## src/rtl/req_encoder_32x5.sv

```systemverilog
// -----------------------------------------------------------------------------
// req_encoder_32x5
//
// Sequential 32-to-5 request encoder. Sticky request bits from 32 lines are
// collected in a pending register. One pending index at a time is presented
// to the consumer over a VALID/ACK handshake. The served bit is cleared when
// the consumer accepts it.
//
// Handshake: VALID=1 means IDX holds a pending request. A transfer happens on
// the rising edge where VALID=1 and ACK=1. While VALID=1 and ACK=0, IDX is
// held stable. ACK is ignored while VALID=0. VALID does not wait for ACK,
// and ACK may be high before VALID rises.
//
// Parameters
//   LSB_FIRST : 1 = the lowest pending index is served first,
//               0 = the highest pending index is served first.
//
// Ports
//   CLK   in   1  clock, all state changes on the rising edge
//   RESET in   1  synchronous, active-high reset
//   REQ   in  32  request lines, sampled every edge (level or pulse)
//   ACK   in   1  consumer accepts IDX (only meaningful while VALID=1)
//   IDX   out  5  encoded index being presented (registered)
//   VALID out  1  IDX holds a pending request (registered; this is the FSM
//                 state: 0 = IDLE, 1 = PRESENT)
//   PEND  out 32  pending-request register, including the presented bit
// -----------------------------------------------------------------------------
module req_encoder_32x5 #(
   parameter bit LSB_FIRST = 1'b1
) (
   input  logic        CLK,
   input  logic        RESET,
   input  logic [31:0] REQ,
   input  logic        ACK,
   output logic [4:0]  IDX,
   output logic        VALID,
   output logic [31:0] PEND
);

   typedef enum logic {
      ST_IDLE    = 1'b0,
      ST_PRESENT = 1'b1
   } state_t;

   state_t      state_q, state_d;
   logic [4:0]  idx_q, idx_d;
   logic [31:0] pend_q, pend_d;

   logic        accept;
   logic [31:0] clr;
   logic [31:0] cand;
   logic        cand_any;
   logic [4:0]  sel;

   // Priority pick over a 32-bit vector. For lowest-first the scan runs
   // downward so the last hit is the lowest set bit; for highest-first it
   // runs upward so the last hit is the highest set bit.
   function automatic logic [4:0] pick(input logic [31:0] v);
      logic [4:0] r;
      r = '0;
      if (LSB_FIRST) begin
         for (int i = 31; i >= 0; i--) begin
            if (v[i]) r = 5'(i);
         end
      end else begin
         for (int i = 0; i < 32; i++) begin
            if (v[i]) r = 5'(i);
         end
      end
      return r;
   endfunction

   // Datapath: clear mask, pending update and candidate selection.
   always_comb begin
      accept = 1'b0;
      clr    = '0;
      if (state_q == ST_PRESENT && ACK) begin
         accept = 1'b1;
         clr    = 32'd1 << idx_q;
      end
      // REQ is OR-ed in after the clear so a same-edge request on the
      // acknowledged bit keeps it pending.
      pend_d   = (pend_q & ~clr) | REQ;
      // Candidates come only from the registered pending bits; requests
      // arriving on this edge are considered from the next cycle on.
      cand     = pend_q & ~clr;
      cand_any = |cand;
      sel      = pick(cand);
   end

   // Next-state logic for the IDLE/PRESENT handshake.
   always_comb begin
      state_d = state_q;
      idx_d   = idx_q;
      case (state_q)
         ST_IDLE: begin
            if (cand_any) begin
               idx_d   = sel;
               state_d = ST_PRESENT;
            end
         end
         ST_PRESENT: begin
            if (accept) begin
               if (cand_any) begin
                  // Back-to-back: next index appears with no bubble.
                  idx_d = sel;
               end else begin
                  // IDX keeps its last value while idle.
                  state_d = ST_IDLE;
               end
            end
         end
         default: begin
            state_d = ST_IDLE;
         end
      endcase
   end

   always_ff @(posedge CLK) begin
      if (RESET) begin
         state_q <= ST_IDLE;
         idx_q   <= '0;
         pend_q  <= '0;
      end else begin
         state_q <= state_d;
         idx_q   <= idx_d;
         pend_q  <= pend_d;
      end
   end

   assign IDX   = idx_q;
   assign VALID = (state_q == ST_PRESENT);
   assign PEND  = pend_q;

endmodule

```

## config.mk

```make
export PLATFORM = sky130hd
export DESIGN_NAME = req_encoder_32x5
export DESIGN_NICKNAME = d
export VERILOG_FILES = /design/src/rtl/req_encoder_32x5.sv
export SDC_FILE = /design/constraint.sdc
export NUM_CORES = 1
export LEC_CHECK = 0
export ABC_CLOCK_PERIOD_IN_PS = 3690
export BUFFER_PORTS_ARGS = -buffer_cell sky130_fd_sc_hd__buf_2
export CAP_MARGIN = 25
export CORE_MARGIN = 5
export CORE_UTILIZATION = 30
export DETAILED_ROUTE_END_ITERATION = 8
export MAX_ROUTING_LAYER = met4
export PLACE_DENSITY = 0.5
export SYNTH_ARGS = -nofsm -noshare
export SYNTH_HDL_FRONTEND = slang
export SYNTH_SLANG_ARGS = --single-unit
```

## constraint.sdc

```tcl
create_clock -name CLK -period 3.69 [get_ports CLK]
set_input_delay 0.1845 -clock CLK [delete_from_list [all_inputs] [get_ports CLK]]
set_output_delay 0.1845 -clock CLK [all_outputs]
set_load 0.1 [all_outputs]
```

==> results.yml <==
place:
  gp_congestion: 0.902
  portBuffers: 72
  place_area_um2: 2800
  hpwl_um: 6000
logic_synthesis:
  synth_area_um2: 2350
  synth_top_cell_by_area: "dfxtp_1"
  synth_commonest_cells: "39 x nor2_1, 38 x dfxtp_1, 35 x a21oi_1"
  ys_top_cells_by_area: "dfxtp_1 32%, a21oi_1 7.5%, nor2_1 6.2%"
  synthCells: 297
  ys_async_sr_fraction: 0
  synth.distinct_cells: 60
  yosysWarnings: 0
  post-synth-top-count-cell: "nor2_1"
  synth_seq_area_share: 0.324
  ys_ff_latch: 38
  avgSynthCellArea_um2: 7.92
  synth_edf_count: 0
  syn-num-nets: 332
  synth_top_area_frac: 0.324
  synth_flop_cell: "dfxtp_1"
sta:
  worstMarginPinSlew_ps: 756
  maxSlewViolCount: 0
  slew-limit-headroom: 0.495
  fin_tns_setup_ps: 0
  setup_viol: 0
  rsz0062_at_grt: "false"
  period_needed_ps: 2820
  skew_ps: 3.38
  period_share: 0.763
  fmax_ghz: 0.355
  hold_viol: 0
critical_path:
  critical_path_required_ps: 3840
  crit_slowest_cell: "dfxtp_1"
  cp_max_fo: 21
  slowest_delay_ps: 810
  criticalPathCategory: "register to register"
  cp-start-kind: "register"
  worstPathArrival_ps: 2960
  setup.worst_path.end_class: "register"
  path_cells: "nand3_1 > or3_1 > a22oi_1 > nand4b_4 > o21ai_4 > a211o_1 > a21oi_2"
route:
  detail_route.wirelength_um: 7920
  via_count: 2467
  drt_iter0_drc: 183
  drt_first_pass_iters: 4
  post-route-drc-count: 0
  viasPerCell: 5.27
  wire_per_inst_um: 16.9
  ant_nets: 0
final_layout:
  fin_util: 0.375
  nets: 402
  final_layout_size_suffix_gt1_frac: 0.287
  fin_area_um2: 2880
  antenna_cells: 0
  area_growth_pct: 22.5
floorplanning:
  coreArea_um2: 7690
  io_pins: 73
  dieWidth_um: 98.5
  placementRows: 32
  die_h_um: 98.5
  start_util: 0.306
  dieArea_um2: 9710
flow_run:
  drv_cap: 0
grt:
  grt_pass1_vias: 2413
  grt_antenna_before_repair: 0
  grt_overflow: 0
  grt_use_total: 0.165
  grt_max_degree: 41
  grt_first_pass_wirelength_um: 12600
clock_tree:
  ctsHoldBuffers: 0
  cts_root_buffer: "clkbuf_8"
  clock_latency_ps: 290
  clockBufferDepth: 2
  cts_buffers: 5
  cts-resized-gates: 0
  h-tree-depth: 2
  cts_sinks: 38
  post_cts_buffers: 0
  cts_tree: "built"
  path_clk_slew_ps: 70
power_and_ir_drop:
  leakage_nw: 1.24
  power_density_nw_per_um2: 431
  p_total_mw: 1.24
  ir_drop_mv: 0.177
worst_hold_path:
  min_path_type: "primary input to register"
run_status:
  status: "completed"
==> layer usage <==
layer | vias to the layer above | global-route usage | routed length [um]
li1 | 1233 | - | -
met1 | 1144 | 0.227 | 3800
met2 | 85 | 0.254 | 3630
met3 | 5 | 0.0290 | 435
met4 | 0 | 0.0378 | 55
met5 | - | - | 0
==> critical path, delay by kind of cell (launching register included) <==
| family | cells | cell delay (ps) |
|---|---|---|
| simple gates | 3 | 1100 |
| flops | 1 | 810 |
| compound gates | 4 | 750 |
==> state kept, by name, indices dropped and copies added, names as in the netlist <==
name,flops
IDX,5
PEND,32
VALID,1
==> layout by cell type, fill, tap and decap left out, types with 6 or more instances in the layout <==
cell,count
mux2_2,7
o21a_1,7
nor2_1,39
nand3_1,6
nand2_1,13
inv_1,21
dfxtp_1,38
buf_2,72
a21oi_1,35
a31oi_1,6
clkbuf_8,6
nand2b_1,8
o21ai_0,25
==> final timing paths <==
kind                               start        to  slack, ps  cells past startpoint
worst min-delay path             REQ[30]  PEND[30]        100                      3
worst max register to register    IDX[0]    IDX[1]        870                      7
worst min register to register  PEND[29]  PEND[29]        550                      2
worst max-delay path              IDX[0]    IDX[1]        870                      7
==> power by group <==
group          switching (mW)  leakage (nW)  internal, mW  total (mW)
clock                   0.148        0.0431         0.144       0.293
sequential             0.0504         0.318         0.440       0.490
combinational           0.342         0.876         0.117       0.458
total                   0.540          1.24         0.701        1.24
==> per-stage QoR <==
stage,hold WS (ps),setup slack (ps),std cells
global placement,390,863,462
detailed placement,398,880,462
finish,95.9,874,468
CTS,94.1,864,468
floorplan,287,748,297
global route,90.3,617,468
==> kinds of logic after synthesis <==
kind of cell	share of synthesized area
compound gates	0.311
simple gates	0.247
flops	0.324
buf+inv	0.0676
mux	0.0506
==> cell type report <==
| cell class | instances | area (um^2) |
|---|---|---|
| clock buffer | 6 | 82.6 |
| fill | 874 | 4810 |
| inverter | 21 | 78.8 |
| multi-input combinational | 224 | 1430 |
| sequential | 38 | 761 |
| tap | 102 | 128 |
| timing repair buffer | 77 | 398 |
Note: power is estimated with default switching activity, not from simulation.
